[src/rtl/fir_ap_ctrl.sv]
// -----------------------------------------------------------------------------
// fir_ap_ctrl
//
// Block-level control for the FIR engine. Holds the ap_ctrl and data_length
// configuration registers. Runs the IDLE/START/RUN/DONE handshake FSM. Counts
// input and output stream beats, marks the last output beat, and raises a
// level interrupt when a run completes.
//
// Ports
//   axis_clk, axis_rst_n        clock, asynchronous active-low reset
//   cfg_wr_en/addr/data         config write port
//   cfg_rd_en/addr, cfg_rd_data config read port; data valid one cycle later
//   ss_tvalid, ss_tready        input stream handshake, observed
//   ss_accept_en                allows the datapath to raise ss_tready
//   sm_tvalid, sm_tready        output stream handshake, observed
//   sm_tlast                    last output beat marker (combinational)
//   ap_start, ap_done, ap_idle  block-level handshake flags
//   fir_en                      datapath run enable
//   irq                         level interrupt, ap_done & irq_en
//
// ap_ctrl layout: [0] start (W1 request / reads ap_start), [1] done (RO,
// cleared by reading it), [2] idle (RO), [3] abort (WO, reads 0),
// [8] irq_en (RW).
// -----------------------------------------------------------------------------
module fir_ap_ctrl #(
  parameter int unsigned             pADDR_WIDTH = 12,
  parameter int unsigned             pDATA_WIDTH = 32,
  parameter int unsigned             pCNT_WIDTH  = 16,
  parameter logic [pADDR_WIDTH-1:0]  pCTRL_ADDR  = 12'h000,
  parameter logic [pADDR_WIDTH-1:0]  pLEN_ADDR   = 12'h010
) (
  input  logic                   axis_clk,
  input  logic                   axis_rst_n,
  input  logic                   cfg_wr_en,
  input  logic [pADDR_WIDTH-1:0] cfg_wr_addr,
  input  logic [pDATA_WIDTH-1:0] cfg_wr_data,
  input  logic                   cfg_rd_en,
  input  logic [pADDR_WIDTH-1:0] cfg_rd_addr,
  output logic [pDATA_WIDTH-1:0] cfg_rd_data,
  input  logic                   ss_tvalid,
  input  logic                   ss_tready,
  output logic                   ss_accept_en,
  input  logic                   sm_tvalid,
  input  logic                   sm_tready,
  output logic                   sm_tlast,
  output logic                   ap_start,
  output logic                   ap_done,
  output logic                   ap_idle,
  output logic                   fir_en,
  output logic                   irq
);

  typedef enum logic [1:0] {
    S_IDLE,
    S_START,
    S_RUN,
    S_DONE
  } state_t;

  localparam logic [pCNT_WIDTH-1:0] CNT_ONE = pCNT_WIDTH'(1);

  state_t                 state_q, state_d;
  logic [pCNT_WIDTH-1:0]  in_cnt_q, in_cnt_d;
  logic [pCNT_WIDTH-1:0]  out_cnt_q, out_cnt_d;
  logic [pDATA_WIDTH-1:0] len_q, len_d;
  logic                   irq_en_q, irq_en_d;

  logic                   done_d, start_d, idle_d, fir_en_d, accept_d, irq_d;
  logic [pDATA_WIDTH-1:0] rd_data_d;

  logic [pCNT_WIDTH-1:0]  len_cnt;
  logic [pCNT_WIDTH-1:0]  last_idx;
  logic                   ctrl_wr, len_wr, ctrl_rd;
  logic                   start_req, abort_req;
  logic                   in_beat, out_beat;

  assign len_cnt   = len_q[pCNT_WIDTH-1:0];
  assign last_idx  = len_cnt - CNT_ONE;

  assign ctrl_wr   = cfg_wr_en && (cfg_wr_addr == pCTRL_ADDR);
  assign len_wr    = cfg_wr_en && (cfg_wr_addr == pLEN_ADDR);
  assign ctrl_rd   = cfg_rd_en && (cfg_rd_addr == pCTRL_ADDR);
  assign start_req = ctrl_wr && cfg_wr_data[0];
  assign abort_req = ctrl_wr && cfg_wr_data[3];

  assign in_beat   = ss_tvalid && ss_tready && ss_accept_en;
  assign out_beat  = sm_tvalid && sm_tready;

  // fir_en is only high in RUN, so this marker never fires outside a run even
  // when data_length is 0 (last_idx wraps to all ones).
  assign sm_tlast  = fir_en && (out_cnt_q == last_idx);

  // NOTE: every signal written here gets a default on entry; a path that
  // leaves one unassigned would otherwise infer a latch.
  always_comb begin
    state_d   = state_q;
    in_cnt_d  = in_cnt_q;
    out_cnt_d = out_cnt_q;
    len_d     = len_q;
    irq_en_d  = irq_en_q;
    done_d    = ap_done;
    rd_data_d = '0;

    if (ctrl_wr) irq_en_d = cfg_wr_data[8];

    // Length may only change while the engine is not consuming it.
    if (len_wr && (state_q == S_IDLE || state_q == S_DONE)) len_d = cfg_wr_data;

    // Read-to-clear: the read below still samples ap_done before it drops.
    if (ctrl_rd && ap_done) done_d = 1'b0;

    unique case (state_q)
      S_IDLE, S_DONE: begin
        // Abort is meaningless here; a start with zero length is dropped.
        if (start_req && (len_cnt != '0)) state_d = S_START;
      end
      S_START: begin
        in_cnt_d  = '0;
        out_cnt_d = '0;
        state_d   = S_RUN;
      end
      S_RUN: begin
        if (abort_req) begin
          // Counters hold; the next START clears them.
          state_d = S_IDLE;
        end else begin
          if (in_beat) in_cnt_d = in_cnt_q + CNT_ONE;
          if (out_beat) begin
            out_cnt_d = out_cnt_q + CNT_ONE;
            if (sm_tlast) begin
              state_d = S_DONE;
              done_d  = 1'b1;
            end
          end
        end
      end
      default: state_d = S_IDLE;
    endcase

    // A new start wins over a concurrent read-to-clear and drops old done.
    if (state_d == S_START) done_d = 1'b0;

    // Outputs are registered from the next-state view so they line up with
    // the state they describe.
    start_d  = (state_d == S_START);
    idle_d   = (state_d == S_IDLE) || (state_d == S_DONE);
    fir_en_d = (state_d == S_RUN);
    accept_d = (state_d == S_RUN) && (in_cnt_d < len_cnt);
    irq_d    = done_d && irq_en_d;

    if (cfg_rd_en) begin
      if (cfg_rd_addr == pCTRL_ADDR) begin
        rd_data_d[0] = ap_start;
        rd_data_d[1] = ap_done;
        rd_data_d[2] = ap_idle;
        rd_data_d[8] = irq_en_q;
      end else if (cfg_rd_addr == pLEN_ADDR) begin
        rd_data_d = len_q;
      end
    end
  end

  // NOTE: state is updated with non-blocking assignments so every register
  // samples the pre-edge values computed above, independent of block order.
  always_ff @(posedge axis_clk or negedge axis_rst_n) begin
    if (!axis_rst_n) begin
      state_q      <= S_IDLE;
      in_cnt_q     <= '0;
      out_cnt_q    <= '0;
      len_q        <= '0;
      irq_en_q     <= 1'b0;
      ap_start     <= 1'b0;
      ap_done      <= 1'b0;
      ap_idle      <= 1'b1;
      fir_en       <= 1'b0;
      ss_accept_en <= 1'b0;
      irq          <= 1'b0;
      cfg_rd_data  <= '0;
    end else begin
      state_q      <= state_d;
      in_cnt_q     <= in_cnt_d;
      out_cnt_q    <= out_cnt_d;
      len_q        <= len_d;
      irq_en_q     <= irq_en_d;
      ap_start     <= start_d;
      ap_done      <= done_d;
      ap_idle      <= idle_d;
      fir_en       <= fir_en_d;
      ss_accept_en <= accept_d;
      irq          <= irq_d;
      cfg_rd_data  <= rd_data_d;
    end
  end

endmodule
[config.mk]
export PLATFORM = sky130hd
export DESIGN_NAME = fir_ap_ctrl
export DESIGN_NICKNAME = d
export VERILOG_FILES = /design/src/rtl/fir_ap_ctrl.sv
export SDC_FILE = /design/constraint.sdc
export NUM_CORES = 1
export LEC_CHECK = 0
export ABC_AREA = 0
export CAP_MARGIN = 20
export CORE_MARGIN = 2
export CORE_UTILIZATION = 53
export DETAILED_ROUTE_END_ITERATION = 8
export PLACE_DENSITY = 0.81
export SKIP_LAST_GASP = 1
export SLEW_MARGIN = 15
export SYNTH_ARGS = -nofsm -noshare
export SYNTH_HDL_FRONTEND = slang
export SYNTH_SLANG_ARGS = --single-unit
[constraint.sdc]
create_clock -name axis_clk -period 4.29 [get_ports axis_clk]
set_clock_uncertainty 0.1 [all_clocks]
set_input_delay 0.858 -clock axis_clk [delete_from_list [all_inputs] [get_ports axis_clk]]
set_output_delay 0.858 -clock axis_clk [all_outputs]
set_load 0.005 [all_outputs]
==> impl_metrics.json, run 1 <==
{
  "die_x_microns": 106,
  "top_level_ports": 103,
  "multi_input_area_sq_um": 2670,
  "path_max_fanout": 8,
  "p_total_uw": 2250,
  "antenna_found_initial": 0,
  "crit_required_ns": 3.33,
  "synth_compound_area_frac": 0.0839,
  "r2r_slack_ns": 0.61,
  "cp.depth": 11,
  "post-route-util": 0.683,
  "register_area_sq_um": 2630,
  "grtUsageTotal": 0.245,
  "worstHoldPathType": "in2async",
  "stdcell_area_sq_um": 6950,
  "p_sw_frac": 0.327,
  "core_region_area_sq_um": 10200,
  "grt_max_degree": 82,
  "avgRoutedWirePerCell_microns": 17.3,
  "antenna-diode-count": 0,
  "postRouteAntennaNets": 0,
  "synth_seq_area_share": 0.480,
  "drc_errors": 0,
  "hold_ws_ns": 0.318,
  "finalSetupViolCount": 0,
  "relSlewSlack": 0.437,
  "p_seq_frac": 0.478,
  "critPathBufInv": 4,
  "synth_simple_gate_area_frac": 0.196,
  "power_density_nw_per_um2": 323,
  "layout_setup_ws_ns": 0.221,
  "clock_power_share": 0.280,
  "ctsHoldBuffers": 0,
  "syn-num-nets": 597,
  "hpwl_microns": 9910,
  "nets": 707,
  "rsz0062_at_grt": "false",
  "ys.flop_type": "dfrtp_1",
  "root_buffer": "clkbuf_8",
  "cp-end-kind": "output port",
  "htree_levels": 3,
  "crit_end": "sm_tlast",
  "insertion_delay_ns": 0.38,
  "cts.sinks": 105,
  "regToRegEndpoint": "ss_accept_en$_DFF_PN0_",
  "hold_viol": 0,
  "synth_edf_count": 0,
  "crit_path_start_kind": "flop",
  "cp_slowest_stage_delay_ns": 0.54,
  "grt_pass1_vias": 4466,
  "synthMuxAreaShare": 0.0848,
  "drtIter0Drc": 231,
  "row_count": 37,
  "die_area_sq_um": 11200,
  "viasPerCell": 5.72,
  "reg2regPathDepth": 14,
  "synth_xor_area_frac": 0.0688,
  "leakage_uw": 0.00321,
  "crit_slowest_cell": "clkdlybuf4s50_1",
  "reg2reg_from": "state_q[0]$_DFF_PN0_",
  "fin_crit_ns": 4.07,
  "combPwrFrac": 0.242,
  "vdd_drop_max_v": 0.000193,
  "power_switching_uw": 734,
  "gp_congestion": 0.876,
  "crit_type": "reg2out",
  "cap_violations": 0,
  "routed_wirelength_microns": 13200,
  "overflow": 0,
  "numPortBuffers": 102,
  "worstMarginPinSlew_ns": 0.842,
  "max_freq_mhz": 246,
  "clk_pin_slew_ns": 0.12,
  "crit_path_cell_trace": "inv_1, ha_4, buf_4, nor3b_2, buf_4, nand4_1, xnor2_1, a311o_1, nand2_1, a211oi_2, clkdlybuf4s50_1",
  "status": "finished clean",
  "layout-drive-gt1-share": 0.144,
  "crit_path_start": "len_q[1]$_DFFE_PN0P_",
  "yosys_register_bits": 105,
  "synth_top_family_by_area": "simple AND/OR/NAND/NOR gates",
  "initial_core_util": 0.537,
  "syn_area_per_cell_sq_um": 10.7,
  "finalCritPeriodShare": 0.949,
  "slew_violations": 0,
  "crit_family": "buffers and inverters",
  "place_worst_setup_slack_ns": -0.0168,
  "cp_data_arrival_time_ns": 3.11,
  "clk_path_buf_depth": 2,
  "fillerInstances": 750,
  "grt_pass1_wl_microns": 21700,
  "syn-cell-area_sq_um": 5470,
  "place_area_sq_um": 6710,
  "numCtsBuffers": 9,
  "areaGrowthSynthToFinish_pct": 27.1,
  "p_int_uw": 1510,
  "vias": 4360,
  "synthAdderAreaFrac": 0.0503,
  "ys_warn_count": 0,
  "fp.dieH_microns": 106,
  "synthArstFlopShare": 1.00,
  "first_pass_iters": 5,
  "cts_tree": "done",
  "crit_path_frequent_cell": "buf_4",
  "synth_cell_types": 60,
  "synth_cells": 511
}
power groups by stage:
| stage | registers (uW) | clock network (uW) | logic, uW |
|---|---|---|---|
| after floorplan | 1080 | 0 | 314 |
| after global placement | 1090 | 0 | 503 |
| after detailed placement | 1090 | 0 | 533 |
| after CTS | 1070 | 639 | 535 |
| after global routing | 1080 | 684 | 594 |
| final | 1070 | 630 | 543 |
synth_stat cells, types with 8 or more instances:
master    count  area, sq um
nor2_1       41          154
clkbuf_1     13         48.8
nor4_1        8         50.1
xor2_1       15          131
nor3_1       29          145
nand3_1      17         85.1
and3_1       12         75.1
and2_1       17          106
xnor2_1      28          245
nand4_1      13         81.3
ha_1         22          275
dfrtp_1     104         2600
mux2_2       35          394
o21ai_0      10         50.1
nand2_1      16         60.1
inv_1        28          105
layout by cell type, fill, tap and decap left out, drive strengths merged, types with 3 or more instances in the layout:
cell type and count:
a211oi 4, clkbuf 9, or3 4, nor4 11, mux2 35, ha 22
or4 3, dfrtp 104, clkdlybuf4s50 101, nor4b 4, xor2 15, a31oi 3
a221oi 3, a22oi 3, nand4b 4, nand2b 5, a21o 8, or2 3
nand3 17, nand2 16, a21oi 5, o21ai 10, a22o 3, and3 12
mux2i 7, xnor2 28, nor2 41, buf 20, nor3 29, inv 32
nand4 13, and2 17
layer usage:
metal / up-vias / GRT usage / share of wire
li1: 2045 / - / -
met1: 2154 / 0.310 / 0.40
met2: 137 / 0.422 / 0.52
met3: 24 / 0.0408 / 0.051
met4: 0 / 0.0949 / 0.020
met5: - / 0 / 0
registers in the layout (all words and copies together) (netlist names):
name / cells
ap_done: 1
ap_idle: 1
ap_start: 1
cfg_rd_data: 32
fir_en: 1
in_cnt_q: 16
irq: 1
irq_en_q: 1
len_q: 32
out_cnt_q: 16
ss_accept_en: 1
state_q: 2
kinds of logic after synthesis:
logic type	count (synthesis)
AOI/OAI and AO/OA	60
and+or+nand+nor	189
DFF	105
xor gates and xnor gates	43
muxes	42
buffers and inverters	50
adders and majority gates	22
area by class of cell:
class	count	share of cell area
multi-input cells	356	0.383
flip-flops and latches	105	0.378
repair buffers	121	0.170
well taps	136	0.0245
clock buffers	9	0.0178
inverters	28	0.0151
clock inverters	7	0.0115
worst min path at each step:
| stage | startpoint | to | slack, ns | cells after the start |
|---|---|---|---|---|
| after floorplan | len_q[16]$_DFFE_PN0P_ | cfg_rd_data[16]$_DFF_PN0_ | 0.35 | 1 |
| after global placement | len_q[19]$_DFFE_PN0P_ | cfg_rd_data[19]$_DFF_PN0_ | 0.35 | 1 |
| after global routing | axis_rst_n | in_cnt_q[11]$_DFF_PN0_ | 0.33 | 1 |
| after detailed placement | len_q[30]$_DFFE_PN0P_ | cfg_rd_data[30]$_DFF_PN0_ | 0.36 | 1 |
| final | axis_rst_n | in_cnt_q[11]$_DFF_PN0_ | 0.32 | 1 |
| after CTS | len_q[25]$_DFFE_PN0P_ | cfg_rd_data[25]$_DFF_PN0_ | 0.39 | 1 |
timing repair:
| action | 4_1_cts | 5_1_grt |
|---|---|---|
| setup endpoints to repair | 0 | 1 |
| gates resized for setup | 0 | 3 |
| buffers inserted | 0 | 0 |
stage by stage:
step	std cells	setup TNS (ns)
CTS	761	0
global placement	745	0
finish	762	0
detailed placement	745	-0.0168
floorplan	511	0
global route	762	0
(Power assumes the default switching activity.)
==> run 2: changes to the inputs <==
--- a/config.mk
+++ b/config.mk
@@ -8,9 +8,9 @@
 export ABC_AREA = 0
 export CAP_MARGIN = 20
 export CORE_MARGIN = 2
-export CORE_UTILIZATION = 53
+export CORE_UTILIZATION = 57
 export DETAILED_ROUTE_END_ITERATION = 8
-export PLACE_DENSITY = 0.81
+export PLACE_DENSITY = 0.86
 export SKIP_LAST_GASP = 1
 export SLEW_MARGIN = 15
 export SYNTH_ARGS = -nofsm -noshare
==> constraint.sdc (replaced) <==
create_clock -name axis_clk -period 5 [get_ports axis_clk]
set_clock_uncertainty 0.1 [all_clocks]
set_input_delay 1 -clock axis_clk [delete_from_list [all_inputs] [get_ports axis_clk]]
set_output_delay 1 -clock axis_clk [all_outputs]
set_load 0.005 [all_outputs]
==> run 2 against run 1 <==
  * Critical path depth shrank 3
  * Clock power decreased by 6.3%
  * Clock-buffer cell count grew 1
  * Routed wire length decreased by 1.8%
  * Combinational power is 18% lower
  * Sequential power shrank 14%
  * Non-clock buffer count decreased by 10
  * First-iteration DRC count is 42% higher
  * Critical endpoint unchanged
  * Largest cell class unchanged
  * Largest power group unchanged
==> impl_metrics.json, run 2 (synthesis results as in run 1) <==
{
  "hold_depth": 1,
  "grtUsageTotal": 0.262,
  "insertion_delay_ns": 0.38,
  "place_area_sq_um": 6620,
  "top_level_ports": 103,
  "fp.dieH_microns": 102,
  "slew_violations": 0,
  "worstMarginPinSlew_ns": 0.958,
  "cp_data_arrival_time_ns": 3.61,
  "crit_required_ns": 3.90,
  "crit_family": "compound AO/OA/AOI/OAI gates",
  "cp_slowest_stage_delay_ns": 0.60,
  "routed_wirelength_microns": 13000,
  "regToRegEndpoint": "ss_accept_en$_DFF_PN0_",
  "root_buffer": "clkbuf_8",
  "rsz0062_at_grt": "false",
  "crit_path_start_kind": "flop",
  "cap_violations": 0,
  "cp-end-kind": "output port",
  "nets": 697,
  "antenna-diode-count": 0,
  "relSlewSlack": 0.359,
  "drc_errors": 0,
  "finalSetupViolCount": 0,
  "crit_path_cell_trace": "inv_1, ha_1, nor3b_2, nand3_1, a2111oi_1, nand4_1, a211oi_1, clkdlybuf4s50_1",
  "antenna_found_initial": 0,
  "vdd_drop_max_v": 0.000204,
  "final_cell_mix": "dfrtp_1, clkdlybuf4s50_1, nor2_1",
  "multi_input_area_sq_um": 2650,
  "drtIter0Drc": 327,
  "hp-start": "len_q[18]$_DFFE_PN0P_",
  "worstHoldPathType": "reg2reg",
  "p_total_uw": 1950,
  "layout-drive-gt1-share": 0.125,
  "stdcell_area_sq_um": 6880,
  "row_count": 35,
  "hpwl_microns": 9640,
  "htree_levels": 3,
  "layout_setup_ws_ns": 0.288,
  "die_x_microns": 102,
  "crit_slowest_cell": "a2111oi_1",
  "grt_pass1_wl_microns": 21000,
  "path_max_fanout": 11,
  "cts.sinks": 105,
  "die_area_sq_um": 10400,
  "hold_viol": 0,
  "place_worst_setup_slack_ns": 0.487,
  "numCtsBuffers": 9,
  "crit_path_start": "len_q[1]$_DFFE_PN0P_",
  "viasPerCell": 5.86,
  "status": "finished clean",
  "hold_end": "cfg_rd_data[18]$_DFF_PN0_",
  "initial_core_util": 0.589,
  "finalCritPeriodShare": 0.942,
  "core_region_area_sq_um": 9280,
  "post-route-util": 0.741,
  "reg2regPathDepth": 13,
  "power_density_nw_per_um2": 284,
  "gp_congestion": 0.929,
  "crit_type": "reg2out",
  "numPortBuffers": 102,
  "grt_pass1_vias": 4373,
  "grt_max_degree": 81,
  "setup_tns_ns": 0,
  "overflow": 0,
  "clk_path_buf_depth": 2,
  "ctsHoldBuffers": 0,
  "postRouteAntennaNets": 0,
  "vias": 4364,
  "fillerInstances": 675,
  "register_area_sq_um": 2630,
  "reg_top3": "cfg_rd_data x32, len_q x32",
  "reg2reg_from": "len_q[1]$_DFFE_PN0P_",
  "cts_tree": "done",
  "first_pass_iters": 5,
  "clk_pin_slew_ns": 0.10,
  "fin_crit_ns": 4.71,
  "areaGrowthSynthToFinish_pct": 25.6,
  "critPathBufInv": 2,
  "leakage_uw": 0.00317,
  "r2r_slack_ns": 1.09,
  "final_common_cell": "dfrtp_1",
  "avgRoutedWirePerCell_microns": 17.4,
  "max_freq_mhz": 212
}
==> run 2: changes by cell type in the layout (fill, tap and decap cells not counted), sizes merged <==
cell / previous run / this run
buf: 20 / 10
clkinvlp: 1 / 0
clkbuf: 9 / 10
clkinv: 2 / 1
bufinv: 0 / 2
inv: 32 / 31
==> run 2: layout make-up <==
class / instances / share of cell area
Sequential cell: 105 / 0.382
Clock buffer: 10 / 0.0186
Clock inverter: 6 / 0.0142
Timing Repair Buffer: 111 / 0.161
Tap cell: 129 / 0.0235
Multi-Input combinational cell: 356 / 0.385
Inverter: 28 / 0.0153
==> run 2: metrics by stage <==
step | hold slack [ns] | cells
floorplan | 0.347 | 511
global placement | 0.355 | 728
detailed placement | 0.361 | 728
CTS | 0.385 | 744
global route | 0.399 | 745
finish | 0.382 | 745
==> run 2: routing by layer <==
metal	vias to the layer above	global-route usage	share of wire
li1	2024	-	-
met1	2139	0.347	0.42
met2	164	0.430	0.51
met3	37	0.0513	0.053
met4	0	0.0995	0.023
met5	-	0	0
==> run 2: power by group <==
group	switching [uW]	leakage, uW	total [uW]	internal, uW
registers	33.0	0.00146	919	886
logic	245	0.00160	443	198
clock network	300	0.000113	590	290
==> run 2: timing repair <==
| item | in CTS | in global routing |
|---|---|---|
| gates resized for setup | 0 | 1 |
| endpoints found under the setup margin | 0 | 1 |
| setup buffers | 0 | 0 |
==> run 2: how the worst max path moves through the flow <==
| stage | depth (start not counted) | to |
|---|---|---|
| final | 8 | sm_tlast |
| after global routing | 8 | sm_tlast |
| after detailed placement | 14 | ss_accept_en$_DFF_PN0_ |
| after global placement | 14 | ss_accept_en$_DFF_PN0_ |
| after floorplan | 14 | ss_accept_en$_DFF_PN0_ |
| after CTS | 8 | sm_tlast |
